### src/rtl/conv_stream_fifo_if.sv
// Handshake bundle between a conv layer's feature-map FIFO and its neighbours.
// The write side carries the upstream layer's output stream and back-pressure.
// The read side carries the downstream conv's read request and returned data.
interface conv_stream_fifo_if #(
    parameter int DATA_WIDTH = 8,
    parameter int CHANNEL    = 4,
    parameter int DEPTH      = 16
);
    localparam int W  = DATA_WIDTH * CHANNEL;
    localparam int CW = $clog2(DEPTH + 1);

    logic [W-1:0]  i_data;
    logic          i_valid;
    logic          almost_full;
    logic          fifo_rd_en;
    logic [W-1:0]  o_data;
    logic          o_valid;
    logic          empty;
    logic [CW-1:0] count;
    logic          overflow;

    // Environment side: drives writes and read requests, observes status.
    modport master (
        output i_data, i_valid, fifo_rd_en,
        input  almost_full, o_data, o_valid, empty, count, overflow
    );

    // FIFO side: accepts writes and read requests, reports data and status.
    modport slave (
        input  i_data, i_valid, fifo_rd_en,
        output almost_full, o_data, o_valid, empty, count, overflow
    );
endinterface

### src/rtl/conv_stream_fifo.sv
// Channel-packed stream FIFO feeding a conv layer's feature-map input.
// Writes come from the previous layer's output stream and are throttled with
// almost_full; reads return one stored word a cycle after each accepted request.
module conv_stream_fifo #(
    parameter int DATA_WIDTH         = 8,
    parameter int CHANNEL            = 4,
    parameter int DEPTH              = 16,
    parameter int ALMOST_FULL_MARGIN = 4
) (
    input  logic                clk,
    input  logic                rst_n,
    conv_stream_fifo_if.slave   bus
);
    localparam int W  = DATA_WIDTH * CHANNEL;
    localparam int AW = $clog2(DEPTH);
    localparam int CW = $clog2(DEPTH + 1);
    localparam logic [CW-1:0] FULL_LEVEL = CW'(DEPTH);
    localparam logic [CW-1:0] AF_LEVEL   = CW'(DEPTH - ALMOST_FULL_MARGIN);

    logic [W-1:0]  mem [DEPTH];
    logic [AW-1:0] wr_ptr;
    logic [AW-1:0] rd_ptr;
    logic [CW-1:0] count_q;
    logic [CW-1:0] count_next;
    logic [W-1:0]  o_data_q;
    logic          o_valid_q;
    logic          overflow_q;
    logic          almost_full_q;
    logic          rd_acc;
    logic          wr_acc;
    logic          drop;

    // Accept decisions: a read needs stored data (no fall-through from a
    // same-cycle write); a write into a full FIFO is fine if a read frees a slot.
    always_comb begin
        rd_acc = bus.fifo_rd_en && (count_q != '0);
        wr_acc = bus.i_valid && ((count_q != FULL_LEVEL) || rd_acc);
        drop   = bus.i_valid && !wr_acc;
    end

    // Occupancy for the next cycle; a simultaneous read and write cancel out.
    always_comb begin
        count_next = count_q;
        if (wr_acc && !rd_acc) begin
            count_next = count_q + CW'(1);
        end else if (rd_acc && !wr_acc) begin
            count_next = count_q - CW'(1);
        end
    end

    // Storage array; contents are deliberately left unreset.
    always_ff @(posedge clk) begin
        if (wr_acc) begin
            mem[wr_ptr] <= bus.i_data;
        end
    end

    // Pointers, occupancy, registered read port and status flags.
    always_ff @(posedge clk or negedge rst_n) begin
        if (!rst_n) begin
            wr_ptr        <= '0;
            rd_ptr        <= '0;
            count_q       <= '0;
            o_data_q      <= '0;
            o_valid_q     <= 1'b0;
            overflow_q    <= 1'b0;
            almost_full_q <= 1'b0;
        end else begin
            count_q       <= count_next;
            almost_full_q <= (count_next >= AF_LEVEL);
            o_valid_q     <= rd_acc;
            if (wr_acc) begin
                wr_ptr <= wr_ptr + AW'(1);
            end
            if (rd_acc) begin
                rd_ptr   <= rd_ptr + AW'(1);
                o_data_q <= mem[rd_ptr];
            end
            if (drop) begin
                overflow_q <= 1'b1;
            end
        end
    end

    // Status outputs come straight from the registers, with no added latency.
    always_comb begin
        bus.o_data      = o_data_q;
        bus.o_valid     = o_valid_q;
        bus.count       = count_q;
        bus.empty       = (count_q == '0);
        bus.overflow    = overflow_q;
        bus.almost_full = almost_full_q;
    end
endmodule

### src/flat_wrapper.sv
// flat-port wrapper written by rule: the top's interface ports become plain ports
module conv_stream_fifo_flat 
#(
    parameter int DATA_WIDTH         = 8,
    parameter int CHANNEL            = 4,
    parameter int DEPTH              = 16,
    parameter int ALMOST_FULL_MARGIN = 4
)
  (clk, rst_n, bus_i_data, bus_i_valid, bus_fifo_rd_en, bus_almost_full, bus_o_data, bus_o_valid, bus_empty, bus_count, bus_overflow);
  conv_stream_fifo_if #(.DATA_WIDTH(DATA_WIDTH), .CHANNEL(CHANNEL), .DEPTH(DEPTH)) bus_i ();
  input  logic clk;
  input  logic rst_n;
  input wire logic [$bits(bus_i.i_data)-1:0] bus_i_data;
  input wire logic [$bits(bus_i.i_valid)-1:0] bus_i_valid;
  input wire logic [$bits(bus_i.fifo_rd_en)-1:0] bus_fifo_rd_en;
  output wire logic [$bits(bus_i.almost_full)-1:0] bus_almost_full;
  output wire logic [$bits(bus_i.o_data)-1:0] bus_o_data;
  output wire logic [$bits(bus_i.o_valid)-1:0] bus_o_valid;
  output wire logic [$bits(bus_i.empty)-1:0] bus_empty;
  output wire logic [$bits(bus_i.count)-1:0] bus_count;
  output wire logic [$bits(bus_i.overflow)-1:0] bus_overflow;
  assign bus_i.i_data = bus_i_data;
  assign bus_i.i_valid = bus_i_valid;
  assign bus_i.fifo_rd_en = bus_fifo_rd_en;
  assign bus_almost_full = bus_i.almost_full;
  assign bus_o_data = bus_i.o_data;
  assign bus_o_valid = bus_i.o_valid;
  assign bus_empty = bus_i.empty;
  assign bus_count = bus_i.count;
  assign bus_overflow = bus_i.overflow;
  conv_stream_fifo #(.DATA_WIDTH(DATA_WIDTH), .CHANNEL(CHANNEL), .DEPTH(DEPTH), .ALMOST_FULL_MARGIN(ALMOST_FULL_MARGIN)) u_core (.clk(clk), .rst_n(rst_n), .bus(bus_i));
endmodule
### config.mk
export PLATFORM = sky130hd
export DESIGN_NAME = conv_stream_fifo_flat
export DESIGN_NICKNAME = d
export VERILOG_FILES = /design/src/rtl/conv_stream_fifo_if.sv /design/src/rtl/conv_stream_fifo.sv /design/src/flat_wrapper.sv
export SDC_FILE = /design/constraint.sdc
export NUM_CORES = 1
export LEC_CHECK = 0
export BUFFER_PORTS_ARGS = -buffer_cell sky130_fd_sc_hd__buf_2
export CORE_MARGIN = 10
export CORE_UTILIZATION = 40
export CTS_CLUSTER_SIZE = 24
export DETAILED_ROUTE_END_ITERATION = 8
export PLACE_DENSITY = 0.59
export RECOVER_POWER = 100
export SLEW_MARGIN = 15
export SYNTH_ARGS = -nofsm -noshare
export SYNTH_HDL_FRONTEND = slang
export SYNTH_SLANG_ARGS = --single-unit
### constraint.sdc
create_clock -name clk -period 5.3 [get_ports clk]
set_clock_uncertainty 0.2 [all_clocks]
set_input_delay 0.795 -clock clk [delete_from_list [all_inputs] [get_ports clk]]
set_output_delay 0.795 -clock clk [all_outputs]
set_load 0.1 [all_outputs]
==> flow_metrics.py <==
metrics = {
    "pwr": {
        "combPwrFrac_pct": 30.3,
        "p_switching_w": 0.00482,
        "seqPwrFrac_pct": 41.7,
        "power_frac_clock_pct": 27.9,
        "power.internal_w": 0.00931,
        "vdd_drop_max_mv": 0.272,
        "power_w": 0.0141,
        "cellPowerDensity_nw_per_um2": 580,
        "switching_share_pct": 34.1,
        "p_leak_nw": 7.73,
    },
    "detailed_routing": {
        "routed_wl_mm": 45.8,
        "post_drt_via_cell_ratio": 5.44,
        "drt_pre_antenna_iters": 4,
        "detail-route-antenna-nets": 0,
        "drt_iter0_markers": 800,
        "drc": 0,
        "routedWlPerCell_um": 25.3,
        "num_vias": 9838,
    },
    "setup_path": {
        "cp.arrival_ns": 4.01,
        "required_ns": 5.27,
        "crit_buf_inv": 2,
        "cp-start-kind": "register",
        "cp_slowest_stage_delay_ns": 1.63,
        "startpoint": "u_core.bus.count[0]",
        "crit_type": "reg2reg",
        "cp_max_fo": 32,
        "crit_family": "buffers and inverters",
        "cp-end-kind": "register",
        "timing.rr.start": "u_core.bus.count[0]",
        "crit_chain": "inv_1 > ha_1 > or3b_1 > o31a_1 > nand2_1 > nor3_2 > clkbuf_1",
        "slowest_stage": "clkbuf_1",
        "reg2reg_slack_ns": 1.26,
    },
    "clock_network": {
        "clk_pin_slew_ns": 0.06,
        "clkSinkCount": 560,
        "root_buffer": "clkbuf_16",
        "cts_htree_levels": 2,
        "hold_buffers": 0,
        "clk_latency_ns": 0.62,
        "post_cts_resize_count": 0,
        "cts_tree": "done",
        "cts_buffers": 56,
        "clockBufferDepth": 3,
        "cts_setup_buffers": 0,
    },
    "synthesis": {
        "synth-main-ff-cell": "edfxtp_1",
        "synthArstFlopShare_pct": 8.57,
        "synthesis.nets": 1010,
        "synth_cells": 967,
        "synth_top_family_by_area": "multiplexers",
        "ys.warnings.count": 0,
        "synth_top_area_cell": "edfxtp_1",
        "synth_area_leaders": "edfxtp_1 71%, mux4_2 12%, dfrtp_1 5.5%",
        "synth_area_sq_um": 21700,
        "synth_fa_ha_area_share_pct": 0.404,
        "ys_ff_latch": 560,
        "ys_types": 53,
        "synth_xor_area_share_pct": 0.283,
        "synth-simple-area-share_pct": 1.31,
        "synth-compound-area-share_pct": 4.00,
        "syn_area_per_cell_sq_um": 22.4,
        "synth_mux_area_share_pct": 15.8,
        "yosysSeqAreaShare_pct": 76.4,
        "synth-edff-count": 512,
        "synth_top_area_share_pct": 70.9,
    },
    "floorplanning": {
        "row_count": 85,
        "coreArea_sq_um": 53700,
        "die_y_um": 253,
        "die_width_um": 253,
        "die_area_sq_um": 63900,
        "initial_utilization_pct": 40.4,
        "boundaryPins": 77,
    },
    "timing": {
        "worst_pin_slew_ns": 2.25,
        "hold_viol_final": 0,
        "maxSlewHeadroom_pct": -50.1,
        "drv_slew": 281,
        "finalCritPeriodShare_pct": 76.2,
        "setup_viol": 0,
        "fmax_mhz": 248,
        "holdWs_ns": 0.163,
        "rsz0062_at_grt": "false",
        "fin_tns_setup_ns": 0,
        "layout_min_cycle_time_ns": 4.04,
    },
    "final_layout": {
        "diodes": 0,
        "final_nets": 1108,
        "post_route_cells_drive_above_1_share_pct": 24.4,
        "instances_no_fill": 1809,
        "areaGrowthSynthToFinish_pct": 12.4,
    },
    "grt": {
        "grt_pass1_wl_mm": 69.2,
        "grt_util_all_layers_pct": 14.5,
        "antenna_found_initial": 1,
        "gr-total-overflow": 0,
        "grt_max_degree": 60,
        "grt_pass1_vias": 10300,
    },
    "status": {
        "status": "finished with violations",
        "violations": "max-capacitance violations, max-slew violations",
    },
    "job": {
        "max_cap_viol_count": 10,
    },
    "placement": {
        "gp_congestion": 0.766,
        "place_inst": 1703,
        "dpl.hpwl_mm": 26.9,
        "port_buffers": 76,
    },
    "hold_path": {
        "worst_hold_path_type": "in2async",
    },
}
[sequential cells by signal, indices dropped and copies added, names as in the netlist]
| register | cells |
|---|---|
| u_core.mem | 512 |
| u_core.bus.o_data | 32 |
| u_core.bus.count | 5 |
| u_core.rd_ptr | 4 |
| u_core.wr_ptr | 4 |
| u_core.bus.almost_full | 1 |
| u_core.bus.o_valid | 1 |
| u_core.bus.overflow | 1 |
[cells by family after synthesis]
kind of cell | Yosys count
flops | 560
fa+ha+maj | 7
xor+xnor | 7
compound gates | 114
buf+inv | 66
simple gates | 50
mux | 163
[worst register-to-register path, cell delays in order, from the launching register on]
cell,delay (ns)
dfrtp_1,0.48
inv_1,0.08
ha_1,0.24
or3b_1,0.28
o31a_1,0.33
nand2_1,0.21
nor3_2,0.14
clkbuf_1,1.63
[path summary, 6_finish.rpt]
kind	endpoint	cells after the start
max in group asynchronous	u_core.rd_ptr[2]	2
min in group clk	u_core.bus.overflow	1
max	u_core.mem[0][8]	7
min reg2reg	u_core.bus.overflow	1
max reg2reg	u_core.mem[0][8]	7
min	u_core.bus.count[0]	2
[synth_stat cells (13+ instances only)]
library cell / count
edfxtp_1: 512
mux4_2: 115
dfrtp_1: 48
o22ai_1: 37
a21oi_1: 33
mux2_4: 27
o22ai_2: 27
buf_2: 25
clkbuf_1: 17
nor2_1: 15
mux4_1: 13
[layout make-up]
class | instances | area [sq um]
clock buffer | 73 | 1530
clock inverter | 33 | 322
fill | 4504 | 29300
inverter | 7 | 26.3
multi-input combinational | 341 | 4600
sequential | 560 | 16600
tap | 696 | 871
timing repair buffer | 99 | 439
[power by group through the flow]
| stage | combinational [W] | clock, W | sequential [W] |
|---|---|---|---|
| floorplan | 0.00273 | 0 | 0.00669 |
| global placement | 0.00452 | 0 | 0.00599 |
| detailed placement | 0.00453 | 0 | 0.00601 |
| CTS | 0.00455 | 0.00403 | 0.00592 |
| global route | 0.00456 | 0.00421 | 0.00598 |
| finish | 0.00429 | 0.00394 | 0.00589 |
[cells in the final DEF, fill, tap and decap left out, types with 4 or more instances in the layout]
cell,instances
nor2_1,5
mux2_2,5
xnor2_1,6
clkinv_2,12
clkbuf_16,56
edfxtp_1,512
buf_4,12
o22ai_1,62
nand2b_1,4
dfrtp_1,45
mux4_1,13
nor2_2,6
nand2_1,9
clkbuf_8,6
bufinv_16,5
mux4_2,115
inv_1,6
nor3_1,4
clkinv_1,9
clkbuf_1,92
buf_2,4
nor2_4,5
ha_1,7
mux2_4,27
a21oi_1,33
[layer usage]
metal  global-route usage, %  vias up  part of all wire [%]
li1                        -     4282                     -
met5                       0        -                 0.024
met4                    3.54        2                   1.9
met1                    20.0     5290                    45
met3                    2.73       60                   4.4
met2                    23.4      204                    49
[metrics by stage]
stage / setup WS (ns) / area (sq um) / utilization, %
CTS: 1.94 / 24700 / 46.1
global placement: 2.03 / 22900 / 42.6
floorplan: 0.406 / 21700 / -
detailed placement: 1.96 / 22900 / 42.6
finish: 1.26 / 24400 / 45.4
global route: 0.987 / 24400 / 45.4
No activity file was read; power rests on OpenSTA's default activity.
